`src/rtl/fifo_rd_pkg.sv`:
```
// Shared constants and helpers for the FIFO read-side drain stage.
package fifo_rd_pkg;

    localparam int unsigned WIDTH_DEF      = 8;
    localparam int unsigned SKID_DEPTH_DEF = 2;
    localparam int unsigned CNT_W_DEF      = 16;

    // Width needed to hold an occupancy value of 0..depth inclusive
    function automatic int unsigned occ_w(input int unsigned depth);
        return $clog2(depth + 1);
    endfunction

    localparam int unsigned OCC_W_DEF = occ_w(SKID_DEPTH_DEF);

    typedef logic [OCC_W_DEF-1:0] occ_t;

endpackage

```
`src/rtl/fifo_rd_skid_buf.sv`:
```
// Small ring buffer holding words captured from the FIFO until the sink takes them.
// Pointers wrap at DEPTH-1, so DEPTH need not be a power of two.
module fifo_rd_skid_buf
    import fifo_rd_pkg::*;
#(
    parameter  int unsigned WIDTH = WIDTH_DEF,
    parameter  int unsigned DEPTH = SKID_DEPTH_DEF,
    localparam int unsigned OCC_W = occ_w(DEPTH),
    localparam int unsigned PTR_W = $clog2(DEPTH)
) (
    input  logic             clk_i,
    input  logic             rst_n_i,
    input  logic             flush_i,
    input  logic             wr_i,
    input  logic [WIDTH-1:0] wdata_i,
    input  logic             rd_i,
    output logic [WIDTH-1:0] rdata_o,
    output logic [OCC_W-1:0] occ_o
);

    logic [WIDTH-1:0] r_mem [DEPTH];
    logic [PTR_W-1:0] r_head;
    logic [PTR_W-1:0] r_tail;
    logic [OCC_W-1:0] r_occ;
    logic             w_rd;

    function automatic logic [PTR_W-1:0] ptr_inc(input logic [PTR_W-1:0] p);
        return (p == PTR_W'(DEPTH - 1)) ? '0 : p + PTR_W'(1);
    endfunction

    // A read only takes effect when there is something to read
    assign w_rd    = rd_i & (r_occ != '0);
    assign rdata_o = r_mem[r_head];
    assign occ_o   = r_occ;

    // Ring storage, pointers and occupancy; flush empties the ring and drops any write
    always_ff @(posedge clk_i or negedge rst_n_i) begin
        if (!rst_n_i) begin
            r_mem  <= '{default: '0};
            r_head <= '0;
            r_tail <= '0;
            r_occ  <= '0;
        end else if (flush_i) begin
            r_head <= '0;
            r_tail <= '0;
            r_occ  <= '0;
        end else begin
            if (wr_i) begin
                r_mem[r_tail] <= wdata_i;
                r_tail        <= ptr_inc(r_tail);
            end
            if (w_rd) begin
                r_head <= ptr_inc(r_head);
            end
            r_occ <= r_occ + OCC_W'(wr_i) - OCC_W'(w_rd);
        end
    end

endmodule

```
`src/rtl/fifo_rd_stream.sv`:
```
// Read-side drain stage behind the async FIFO: pops via rd_en/empty, absorbs the
// one-cycle read latency and presents words on a valid/ready stream.
// Optional statistics counters are built when FIFO_RD_STAT_EN is defined;
// otherwise word_cnt_o/stall_cnt_o are tied to zero.
module fifo_rd_stream
    import fifo_rd_pkg::*;
#(
    parameter  int unsigned WIDTH      = WIDTH_DEF,
    parameter  int unsigned SKID_DEPTH = SKID_DEPTH_DEF,
    parameter  int unsigned CNT_W      = CNT_W_DEF,
    localparam int unsigned OCC_W      = occ_w(SKID_DEPTH)
) (
    input  logic             clk_i,
    input  logic             rst_n_i,
    input  logic             flush_i,
    input  logic             fifo_empty_i,
    input  logic [WIDTH-1:0] fifo_rdata_i,
    output logic             fifo_rd_en_o,
    output logic             m_valid_o,
    output logic [WIDTH-1:0] m_data_o,
    input  logic             m_ready_i,
    output logic [CNT_W-1:0] word_cnt_o,
    output logic [CNT_W-1:0] stall_cnt_o
);

    localparam int unsigned CR_W = OCC_W + 1;

    logic             r_inflight;
    logic [OCC_W-1:0] w_occ;
    logic             w_pop;
    logic             w_issue;
    logic             w_capture;
    logic [CR_W-1:0]  w_credit_used;

    // Credit: buffered words plus the word in flight, minus the one leaving this cycle
    assign w_pop         = m_valid_o & m_ready_i;
    assign w_credit_used = CR_W'(w_occ) + CR_W'(r_inflight) - CR_W'(w_pop);
    assign w_issue       = rst_n_i & ~flush_i & ~fifo_empty_i
                         & (w_credit_used < CR_W'(SKID_DEPTH));
    assign fifo_rd_en_o  = w_issue;
    assign w_capture     = r_inflight & ~flush_i;
    assign m_valid_o     = (w_occ != '0);

    // In-flight flag: FIFO data appears the cycle after a pop request
    always_ff @(posedge clk_i or negedge rst_n_i) begin
        if (!rst_n_i) begin
            r_inflight <= 1'b0;
        end else begin
            r_inflight <= w_issue;
        end
    end

    fifo_rd_skid_buf #(
        .WIDTH (WIDTH),
        .DEPTH (SKID_DEPTH)
    ) u_skid (
        .clk_i   (clk_i),
        .rst_n_i (rst_n_i),
        .flush_i (flush_i),
        .wr_i    (w_capture),
        .wdata_i (fifo_rdata_i),
        .rd_i    (w_pop),
        .rdata_o (m_data_o),
        .occ_o   (w_occ)
    );

`ifdef FIFO_RD_STAT_EN
    logic [CNT_W-1:0] r_word_cnt;
    logic [CNT_W-1:0] r_stall_cnt;

    // Delivered-word count wraps; back-pressure count saturates; flush leaves both alone
    always_ff @(posedge clk_i or negedge rst_n_i) begin
        if (!rst_n_i) begin
            r_word_cnt  <= '0;
            r_stall_cnt <= '0;
        end else begin
            if (w_pop) begin
                r_word_cnt <= r_word_cnt + CNT_W'(1);
            end
            if (m_valid_o && !m_ready_i && (r_stall_cnt != '1)) begin
                r_stall_cnt <= r_stall_cnt + CNT_W'(1);
            end
        end
    end

    assign word_cnt_o  = r_word_cnt;
    assign stall_cnt_o = r_stall_cnt;
`else
    assign word_cnt_o  = '0;
    assign stall_cnt_o = '0;
`endif

    // Every captured word must have a free slot
    a_credit: assert property (@(posedge clk_i) disable iff (!rst_n_i)
        (CR_W'(w_occ) + CR_W'(r_inflight)) <= CR_W'(SKID_DEPTH))
        else $error("skid buffer over-committed");

endmodule

```
`config.mk`:
```
export PLATFORM = sky130hd
export DESIGN_NAME = fifo_rd_stream
export DESIGN_NICKNAME = d
export VERILOG_FILES = /design/src/rtl/fifo_rd_pkg.sv /design/src/rtl/fifo_rd_skid_buf.sv /design/src/rtl/fifo_rd_stream.sv
export SDC_FILE = /design/constraint.sdc
export NUM_CORES = 1
export LEC_CHECK = 0
export ABC_AREA = 1
export CORE_ASPECT_RATIO = 1.2
export CORE_MARGIN = 1
export CORE_UTILIZATION = 46
export DETAILED_ROUTE_END_ITERATION = 8
export GPL_TIMING_DRIVEN = 0
export PLACE_DENSITY = 0.92
export SLEW_MARGIN = 20
export SYNTH_ARGS = -nofsm -noshare
export SYNTH_HDL_FRONTEND = slang
export SYNTH_SLANG_ARGS = --single-unit
```
`constraint.sdc`:
```
create_clock -name clk_i -period 5.2 [get_ports clk_i]
set_clock_uncertainty 0.15 [all_clocks]
set_input_delay 1.04 -clock clk_i [delete_from_list [all_inputs] [get_ports clk_i]]
set_output_delay 1.04 -clock clk_i [all_outputs]
set_load 0.1 [all_outputs]
```
==> results.md <==
- Fmax: 203 MHz
- Hold_ws: 342 ps
- Count of different cell masters after synthesis: 20
- Die width: 51.4 um
- Multi-input combinational cell area: 604 um2
- CP max-delay cell: dlygate4sd2_1
- Crit path time final: 4930 ps
- Antenna violations before repair: 0
- Mapped cell area: 0.00135 mm2
- Hold Vio Cnt, Final: 0
- Clock sink count: 21
- Flops & latches, synth: 21
- Top-area cell type share of the netlist area: 39.1%
- Fill cells: 232
- Share of layout cells above drive strength 1: 30.0%
- Clock Pin Slew Worst Setup and Hold Paths: 110 ps
- Core area: 0.00279 mm2
- Post-CTS Setup Bufs: 0
- Headroom to the max-slew limit: 35.1%
- Final #Nets: 231
- Diode count: 0
- Hold buffer count at cts: 0
- CTS max path bufs: 2
- Area leader, netlist: dfrtp_1
- RSZ-0062 raised after global routing: false
- Vias in the first global route: 922
- Sequential share of the synthesized area: 39.1%
- Cts bufs inserted: 3
- Finished Cell Area: 0.00175 mm2
- Initial Utilization: 48.3%
- Pwr per Cell Area: 624 mW/mm2
- Synthesized area per cell: 8.62 um2
- Hold Crit Class: register to register
- Die ar.: 0.00315 mm2
- Worst-path maximum fanout: 2
- Crit-path max cell delay: 870 ps
- DRT Wirelength: 2170 um
- Maximum vdd drop: 0.506 mV
- Static Leakage: 1.00 nW
- Maxcap violations: 0
- Clk_lat worst skew: 290 ps
- Synth Instances: 156
- Worst-path cell chain: clkdlybuf4s50_1, nand2_1, inv_1, ha_1, or2_1, fa_1, nand3_1, nor2_1, dlygate4sd2_1
- Post-route clock period utilization: 94.8%
- Critical path class: primary input to output port
- Total negative slack: 0 ps
- DP HPWL: 1780 um
- Worst Tran Pin Value: 971 ps
- Routed len/inst: 8.80 um
- H-tree depth: 1
- Run status: completed
- Residual DRC: 0
- Avg Vias per Cell: 4.12
- TritonCTS clock tree: done
- Final Setup Violations: 0
- Via count: 1,018
- CTS root buffer: clkbuf_4
- Pin count of the biggest net entering global routing: 23
- Port bufs: 22
- TritonRoute pass-1 iters: 4
- Total I/O pin count: 55
- Critical path arrival: 3740 ps
- First-pass GRT wire length: 3710 um
- Initial DRC Count: 19
- Antenna Nets Post-Route: 0
- Setup crit start kind: primary input
- GR Overflow Total: 0
- Area Overhead vs Synth: 30.1%
- Required time of the critical path: 4010 ps
- Resized Gates After CTS: 1
- Die height: 61.2 um
- Count of pins over their slew limit: 0
- Synth area leaders: dfrtp_1 (39%), buf_4 (18%), nand2_1 (13%)
- Routability Congestion: 0.773
- Yosys Warn Count: 0
- Crit end category: output port
- Tot GR Track Use: 15.6%
- Placed Instance Area: 0.00172 mm2
- Seq. cell area: 526 um2
- Rows: 21
Yosys cell counts (all sizes together):
| master | instances |
|---|---|
| fa | 1 |
| o21ai | 16 |
| conb | 1 |
| nand2 | 48 |
| nand4 | 1 |
| ha | 3 |
| dfrtp | 21 |
| a21oi | 1 |
| nor2 | 4 |
| inv | 17 |
| or2 | 1 |
| nand3 | 5 |
| buf | 35 |
| nand3b | 1 |
| xor2 | 1 |
kinds of logic (layout without fill, tap and decap cells):
logic type,Yosys count,in the layout,synth area share [%]
other cells,1,32,0.279
compound gates,17,17,10.8
flops,21,21,39.1
buf+inv,52,78,24.7
simple gates,60,60,20.3
xor+xnor,1,1,0.651
fa+ha+maj,4,4,4.28
layout make-up:
cell class,count,share of cell area [%]
inverter,17,3.65
tap,34,2.43
buffer,35,15.3
timing repair buffer,22,12.5
multi-input combinational,114,34.5
sequential,21,30.0
clock buffer,3,1.29
clock inverter,1,0.286
state kept, by name, summed over array words and instances (netlist names):
name and cells:
u_skid.occ_o 2, u_skid.r_tail 1, u_skid.r_mem 16, u_skid.r_head 1, r_inflight 1
critical path: cells and delay by family:
| kind | cells | cell delay [ps] |
|---|---|---|
| buffers and inverters | 3 | 1440 |
| AND/OR/NAND/NOR | 4 | 560 |
| adder cells (fa/ha/maj) | 2 | 700 |
stage by stage:
step	total power [mW]	instances	setup slack (ps)	util, %
floorplan	0.885	187	319	-
global placement	1.01	243	-3.75	61.9
detailed placement	1.02	243	-24.3	61.9
CTS	1.10	247	258	62.8
global route	1.16	247	143	62.8
finish	1.09	247	269	62.8
cells in the final DEF (no fill, tap or decap):
master	count
a21oi_1	1
buf_2	1
buf_4	32
buf_6	2
clkbuf_4	3
clkdlybuf4s50_1	21
clkinv_2	1
conb_1	32
dfrtp_1	21
dlygate4sd2_1	1
fa_1	1
ha_1	3
inv_1	13
inv_2	4
nand2_1	45
nand2_2	3
nand3_1	4
nand3_4	1
nand3b_4	1
nand4_1	1
nor2_1	4
o21ai_2	16
or2_1	1
xor2_1	1
power by group:
group          total [mW]  leakage (nW)  switching (mW)  internal [mW]
clock              0.0748        0.0177          0.0461         0.0286
sequential          0.264         0.279          0.0392          0.225
combinational       0.753         0.708           0.573          0.180
path summary, 6_finish.rpt:
check,startpoint,to,slack (ps),depth (start not counted)
setup reg to reg,u_skid.occ_o[1]$_DFF_PN0_,r_inflight$_DFF_PN0_,2980,9
hold reg to reg,u_skid.r_mem[1]$_DFFE_PN0P_,u_skid.r_mem[1]$_DFFE_PN0P_,340,2
max in group asynchronous,rst_n_i,u_skid.r_head$_DFFE_PN0P_,3260,1
hold / removal,u_skid.r_mem[1]$_DFFE_PN0P_,u_skid.r_mem[1]$_DFFE_PN0P_,340,2
min in group asynchronous,rst_n_i,r_inflight$_DFF_PN0_,1090,1
setup / recovery,m_ready_i,fifo_rd_en_o,270,9
routing by layer:
| layer | part of all wire (%) | track usage (%) | up-vias |
|---|---|---|---|
| li1 | - | - | 532 |
| met1 | 40 | 17.2 | 443 |
| met2 | 52 | 30.8 | 41 |
| met3 | 6.4 | 0.494 | 2 |
| met4 | 0.92 | 6.95 | 0 |
| met5 | 0 | 0 | - |
Power figures use the tool's default switching activity.
